[config.mk]
export PLATFORM = sky130hd
export DESIGN_NAME = alu_mul_sequencer
export DESIGN_NICKNAME = d
export VERILOG_FILES = /design/src/rtl/alu_mul_sequencer.sv
export SDC_FILE = /design/constraint.sdc
export NUM_CORES = 1
export LEC_CHECK = 0
export ABC_AREA = 0
export BUFFER_PORTS_ARGS = -buffer_cell sky130_fd_sc_hd__buf_4
export CAP_MARGIN = 20
export CORE_MARGIN = 2
export CORE_UTILIZATION = 47
export CTS_CLUSTER_DIAMETER = 40
export DETAILED_ROUTE_END_ITERATION = 10
export PLACE_DENSITY = 0.76
export SYNTH_ARGS = -nofsm -noshare
export SYNTH_HDL_FRONTEND = slang
export SYNTH_SLANG_ARGS = --single-unit
[constraint.sdc]
create_clock -name clk_i -period 7.7 [get_ports clk_i]
set_input_delay 0.385 -clock clk_i [delete_from_list [all_inputs] [get_ports clk_i]]
set_output_delay 0.385 -clock clk_i [all_outputs]
set_load 0.005 [all_outputs]
[src/rtl/alu_mul_sequencer.sv]
// rtl/alu_mul_sequencer.sv - shift-and-add MUL sequencer that borrows the shared execute-stage ALU
// Produces the low word of OpA_i * OpB_i, stopping once the remaining multiplier bits are all zero.
module alu_mul_sequencer #(
  parameter int DATA_WIDTH = 32
) (
  input  logic                  clk_i,
  input  logic                  rst_i,
  input  logic                  Start_i,
  input  logic                  Kill_i,
  input  logic [DATA_WIDTH-1:0] OpA_i,
  input  logic [DATA_WIDTH-1:0] OpB_i,
  input  logic [DATA_WIDTH-1:0] AluResult_i,
  output logic [DATA_WIDTH-1:0] AluSrcA_o,
  output logic [DATA_WIDTH-1:0] AluSrcB_o,
  output logic [2:0]            AluControl_o,
  output logic                  Busy_o,
  output logic                  Done_o,
  output logic [DATA_WIDTH-1:0] Result_o
);

  localparam logic [2:0] ALU_ADD = 3'b000;
  localparam logic [2:0] ALU_SLL = 3'b110;

  typedef enum logic [1:0] {
    S_IDLE  = 2'd0,
    S_ADD   = 2'd1,
    S_SHIFT = 2'd2,
    S_DONE  = 2'd3
  } state_t;

  state_t                state_q, state_d;
  logic [DATA_WIDTH-1:0] acc_q, acc_d;
  logic [DATA_WIDTH-1:0] mcand_q, mcand_d;
  logic [DATA_WIDTH-1:0] mplier_q, mplier_d;
  logic [DATA_WIDTH-1:0] result_q, result_d;
  logic [DATA_WIDTH-1:0] alu_src_a_q, alu_src_a_d;
  logic [DATA_WIDTH-1:0] alu_src_b_q, alu_src_b_d;
  logic [2:0]            alu_ctrl_q, alu_ctrl_d;
  logic                  busy_q, busy_d;
  logic                  done_q, done_d;

  always_comb begin
    state_d  = state_q;
    acc_d    = acc_q;
    mcand_d  = mcand_q;
    mplier_d = mplier_q;
    result_d = result_q;

    case (state_q)
      S_IDLE: begin
        if (Start_i) begin
          mcand_d  = OpA_i;
          mplier_d = OpB_i;
          acc_d    = '0;
          if (OpB_i == '0) begin
            state_d  = S_DONE;
            result_d = '0;
          end else begin
            state_d = S_ADD;
          end
        end
      end
      S_ADD: begin
        if (mplier_q[0]) acc_d = AluResult_i;
        state_d = S_SHIFT;
      end
      S_SHIFT: begin
        mcand_d  = AluResult_i;
        mplier_d = mplier_q >> 1;
        if (mplier_d == '0) begin
          state_d  = S_DONE;
          result_d = acc_d;
        end else begin
          state_d = S_ADD;
        end
      end
      default: state_d = S_IDLE;
    endcase

    // Kill wins over everything, including a same-cycle Start, but leaves the last result visible.
    if (Kill_i) begin
      state_d  = S_IDLE;
      acc_d    = '0;
      mcand_d  = '0;
      mplier_d = '0;
      result_d = result_q;
    end

    // Outputs are precomputed for the state being entered so they can be registered.
    alu_src_a_d = '0;
    alu_src_b_d = '0;
    alu_ctrl_d  = ALU_ADD;
    busy_d      = 1'b0;
    done_d      = 1'b0;
    case (state_d)
      S_ADD: begin
        alu_src_a_d = acc_d;
        alu_src_b_d = mcand_d;
        busy_d      = 1'b1;
      end
      S_SHIFT: begin
        alu_src_a_d = mcand_d;
        alu_src_b_d = DATA_WIDTH'(1);
        alu_ctrl_d  = ALU_SLL;
        busy_d      = 1'b1;
      end
      S_DONE:  done_d = 1'b1;
      default: ;
    endcase
  end

  always_ff @(posedge clk_i or posedge rst_i) begin
    if (rst_i) begin
      state_q     <= S_IDLE;
      acc_q       <= '0;
      mcand_q     <= '0;
      mplier_q    <= '0;
      result_q    <= '0;
      alu_src_a_q <= '0;
      alu_src_b_q <= '0;
      alu_ctrl_q  <= ALU_ADD;
      busy_q      <= 1'b0;
      done_q      <= 1'b0;
    end else begin
      state_q     <= state_d;
      acc_q       <= acc_d;
      mcand_q     <= mcand_d;
      mplier_q    <= mplier_d;
      result_q    <= result_d;
      alu_src_a_q <= alu_src_a_d;
      alu_src_b_q <= alu_src_b_d;
      alu_ctrl_q  <= alu_ctrl_d;
      busy_q      <= busy_d;
      done_q      <= done_d;
    end
  end

  assign AluSrcA_o    = alu_src_a_q;
  assign AluSrcB_o    = alu_src_b_q;
  assign AluControl_o = alu_ctrl_q;
  assign Busy_o       = busy_q;
  assign Done_o       = done_q;
  assign Result_o     = result_q;

endmodule

**Word level (Yosys, flattened, before mapping)**

Index checks and enable logic that the tools add are counted.
Widths: inputs -> output; s select.

- Register bits: 199
- Bits in latches: 0
- Bits in writable memories: 0
- ROM bits: 0
- Input bits: 100
- Output and inout bits: 101
- Logic and storage cells: 52
- Memories: 0

- $add $sub $neg: 0
- Multipliers: 0
- Divide/modulo/power cells: 0
- $lt $le $gt $ge: 0
- Eq/ne operators: 9
- Shift-type cells: 0
- Mux-type cells: 24
- Bitwise gates (word level): 1
- Reduce and logical (&&, ||, !) cells: 8

Operators by type and width:

| operator | count |
|---|---|
| $pmux 32 s2 | 6 |
| $mux 32 | 10 |
| $logic_not 32->1 | 2 |
| $mux 2 | 4 |
| $eq 2x2->1 const B | 3 |
| $ne 2x2->1 const B | 3 |
| $pmux 2 s3 | 1 |
| $reduce_and 5->1 | 1 |
| $eq 2x1->1 const B | 2 |
| $mux 3 | 1 |
| $ne 3x3->1 const B | 1 |
| $reduce_bool 3->1 | 1 |
| $logic_not 2->1 | 1 |
| $mux 1 | 2 |
| $reduce_and 2->1 | 1 |
| $reduce_bool 2->1 | 1 |
| $reduce_or 2->1 | 1 |
| $not 1->1 | 1 |

**Longest topological paths before layout**

- Word-level depth: 8
- Depth in mapped cells: 11
- Mapped depth without buffers: 8

**Worst setup path before layout**

No wires, ideal clock.

- Kind: reg-to-reg
- Start point: register mplier_q[1]
- End point: register alu_src_a_q[21] (netlist: AluSrcA_o[21])
- Library setup time: 0.066 ns
- Arrival time: 2.769 ns
- Required time: 7.634 ns
- Slack: 4.865 ns
- Cell stages (with the launch flop): 11
- Path buffers: 3
- Period minus slack after synthesis: 2.835 ns
- Cell sequence: dfrtp_1 > nor4_2 > nand4_2 > nor4b_4 > buf_6 > o21bai_1 > ha_1 > nor2b_1 > buf_1 > clkbuf_1 > a22o_1

- Longest elaborated chain between the ends: 6
- Elaborated cells on any way between the ends: 7
- Those cells by class: 2 x eq/ne; 4 x mux; 1 x reduce/logical

Ends and longest elaborated chain:

| item | line | RTL |
|---|---|---|
| from (decl) | 34 | `logic [DATA_WIDTH-1:0] mplier_q, mplier_d;` |
| from (signal assigned) | 128 | `mplier_q <= mplier_d;` |
| $logic_not 32->1 (*) | 70 | `if (mplier_d == '0) begin` |
| $mux 2 (*) | 70 |  |
| $pmux 2 s3 (*) | 49 | `case (state_q)` |
| $mux 2 (*) | 81 | `if (Kill_i) begin` |
| net state_d[1] | 31 | `state_t state_q, state_d;` |
| $eq 2x2->1 / $eq 2x1->1 (equally long branches) | 95 | `case (state_d)` |
| $pmux 32 s2 (*) | 95 |  |
| net alu_src_a_d[21] | 36 | `logic [DATA_WIDTH-1:0] alu_src_a_q, alu_src_a_d;` |
| to (signal assigned) | 130 | `alu_src_a_q <= alu_src_a_d;` |
| to (decl) | 36 |  |

The timed path passes the listed nets; every way through them passes the cells marked *.
A chain may end at the register's enable or synchronous reset.

**Worst setup path in the final report**

- Start point: register state_q[1]
- End point: register alu_src_a_q[13] (netlist: AluSrcA_o[13])

- Longest elaborated chain between the ends: 5
- Elaborated cells on any way between the ends: 13
- Those cells by class: 4 x eq/ne; 8 x mux; 1 x reduce/logical

Ends and longest elaborated chain:

| item | line | RTL |
|---|---|---|
| from (decl) | 31 |  |
| from (signal assigned) | 125 | `state_q <= state_d;` |
| $eq 2x2->1, or another cell as far along | 49 |  |
| $pmux 2 s3 (*) | 49 |  |
| $mux 2 (*) | 81 |  |
| net state_d[1] | 31 |  |
| $eq 2x2->1 / $eq 2x1->1 (equally long branches) | 95 |  |
| $pmux 32 s2 (*) | 95 |  |
| net alu_src_a_d[13] | 36 |  |

Marked as above.

==> metrics.md <==
| Metric | Value |
|---|---|
| Post-synthesis sequential area ratio | `0.623` |
| Leak | `5.15 nW` |
| Syn Area/Cell | `12.6 um2` |
| Vias/cell | `5.78` |
| Async SR Flop Fraction | `1.00` |
| Clk Latency, worst-skew pair | `0.43 ns` |
| Combinational family with the most area after synthesis | `compound AO/OA/AOI/OAI gates` |
| Synth warnings | `0` |
| Drt drc | `0` |
| Core Util, Final | `0.618` |
| Routed via count | `5,981` |
| WHS | `0.0883 ns` |
| Routed len/inst | `20.4 um` |
| Post-synth EDFFs | `0` |
| PD cells | `226 nW/um2` |
| Slew Limit Fails | `0` |
| Synth unique cells | `38` |
| Crit path arrival time | `4.49 ns` |
| CTS tree | `done` |
| Net load switching power | `0.529 mW` |
| Total gr overflow | `0` |
| Vias in the first global route | `6,126` |
| Number of core rows | `47` |
| RSZ-0062 raised after global routing | `no` |
| Final hold viol count | `0` |
| Ys flop type | `dfrtp_1` |
| I/O Buffers | `199` |
| Critical path launch point type | `flip-flop` |
| CTS max path bufs | `2` |
| Worst-Margin Slew | `0.976 ns` |
| Post-synthesis mux area share | `0.0392` |
| CTS sink count | `197` |
| Rel. slew slack | `0.349` |
| Post-synthesis adder-cell area fraction | `0.00475` |
| Drt total wl | `21.1 mm` |
| First-pass GRT wire length | `33.2 mm` |
| Synth Area in XOR/XNOR | `0` |
| Largest net degree at the start of global routing | `126` |
| Yosys top cell by area | `dfrtp_1` |
| Core ar. | `16,500 um2` |
| Full die area | `17,900 um2` |
| Postcts setup bufs | `0` |
| CTS Hold Bufs | `0` |
| Inst Count DP | `1,001` |
| Post_cts resized | `0` |
| Sequential Power Share | `0.471` |
| DP HPWL | `13.7 mm` |
| Worst EP required | `8.06 ns` |
| Layout Nets | `904` |
| Layout area overhead | `29.2%` |
| Die width | `134 um` |
| ANT nets after route | `0` |
| H-tree depth | `4` |
| Yosys top cell area share | `0.623` |
| Final total power | `2.31 mW` |
| Max-cap violations | `0` |
| First-iteration detailed-routing DRC count | `440` |
| Post-layout minimum cycle time | `4.12 ns` |
| Fin cells | `1,034` |
| # setup viols final | `0` |
| Critical path class | `reg -> reg` |
| Post-Syn Area | `7910 um2` |
| Initial Util | `0.479` |
| Clk root buf | `clkbuf_16` |
| Tcrit/Tclk final | `0.536` |
| Layout cells sized above 1 | `0.318` |
| Max VDD drop | `0.000168 V` |
| Synthesized instance count | `626` |
| Antenna Cells | `0` |
| Worst setup EP type | `flip-flop` |
| Clock Skew | `0.00795 ns` |
| Clock transition at path regs | `0.07 ns` |
| GP Congestion | `0.825` |
| Compound-cell area share of the yosys netlist | `0.206` |
| Number of detailed-route iterations in the first pass | `5` |
| Internal power | `1.78 mW` |
| Fmax | `242 MHz` |
| Synth Register Bits | `197` |
| Initial antenna violation count | `0` |
| Ranking of synthesized cells by area | `dfrtp_1, a22o_1, a22oi_1` |
| Crit path max fanout | `41` |
| Simple logic cell fraction of the synthesized area | `0.0897` |
| CTS Buf Count | `17` |
| # IOs | `201` |
| Synth cell count leaders | `dfrtp_1, a22o_1, a22oi_1` |
| Setup TNS | `0 ns` |
| Worst hold path type | `in -> async` |
| Die height | `134 um` |
| Status | `finished clean` |
| Clock power share | `0.441` |
| Gate power share | `0.088` |
| Net Count, Synth | `729` |
| Most common cell in the synthesized netlist | `dfrtp_1` |
| Total Routing Usage GR | `0.242` |
| Fraction of power spent switching nets | `0.229` |
==> layout make-up <==
type | count | area, um2
multi-input cells | 371 | 2720
clock buffers | 21 | 470
inverters | 5 | 27.5
well taps | 220 | 275
fillers | 1278 | 6310
clock inverters | 11 | 219
flip-flops and latches | 197 | 4930
repair buffers | 209 | 1580
==> final timing paths <==
check,from,to,slack (ns),cells past startpoint
worst max-delay path,state_q[1],AluSrcA_o[13],3.58,10
worst min-delay path,rst_i,AluSrcA_o[25],0.09,2
worst max register to register,state_q[1],AluSrcA_o[13],3.58,10
worst min register to register,acc_q[20],Result_o[20],0.50,1
max in group asynchronous,rst_i,state_q[1],6.12,3
min in group clk_i,OpB_i[31],mplier_q[31],0.22,2
==> cell usage in the layout, fill, tap and decap left out, types with 3 or more instances in the layout <==
cell and n:
inv_1 3, and2_1 31, nor4_2 3, clkbuf_8 3, bufinv_16 6, nor2_1 36
buf_4 208, o21ai_0 31, dfrtp_1 196, nor4_1 11, a22o_1 68, nand2_1 34
mux2i_1 31, clkbuf_16 17, a22oi_1 64, o2bb2ai_1 32, ha_1 3
==> critical path, stage by stage, from the launching register on <==
cell and delay (ns):
dfrtp_2 0.98, nand2_1 0.11, buf_4 0.33, nor2_1 0.16, nor4b_4 0.20, buf_4 0.40, o21bai_1 0.25, ha_1 0.38
nor2b_4 0.59, buf_4 0.43, a22o_1 0.20
==> layer usage <==
layer / GRT usage / vias up / share of wire
met2: 0.392 / 251 / 0.50
met3: 0.0662 / 42 / 0.070
li1: - / 2664 / -
met1: 0.314 / 3024 / 0.40
met4: 0.0887 / 0 / 0.024
met5: 0 / - / 0
==> cells by family (layout without fill, tap and decap cells) <==
group,count (synthesis),count (layout)
simple gates,131,131
fa+ha+maj,3,3
flops,197,197
buf+inv,58,246
mux,31,31
compound gates,205,205
other cells,1,1
==> sequential cells by signal, indices dropped and copies added, names as in the netlist <==
signal,cells
Busy_o,1
mcand_q,32
state_q,2
AluControl_o,1
acc_q,32
AluSrcA_o,32
mplier_q,32
Result_o,32
Done_o,1
AluSrcB_o,32
==> power groups by stage <==
stage                     Clock, mW  Sequential [mW]  Combinational [mW]
after floorplan                   0             1.10               0.119
after global placement            0             1.11               0.196
after detailed placement          0             1.11               0.203
after CTS                      1.03             1.09               0.204
after global routing           1.08             1.09               0.223
final                          1.02             1.09               0.203
==> through the flow <==
stage / setup WS [ns] / cell area, um2
6_report: 3.58 / 10200
5_1_grt: 3.28 / 10200
4_1_cts: 3.56 / 10200
3_5_place_dp: 3.62 / 9510
3_3_place_gp: 3.77 / 9510
2_1_floorplan: 1.95 / 7910
Note: power is estimated with default switching activity, not from simulation.
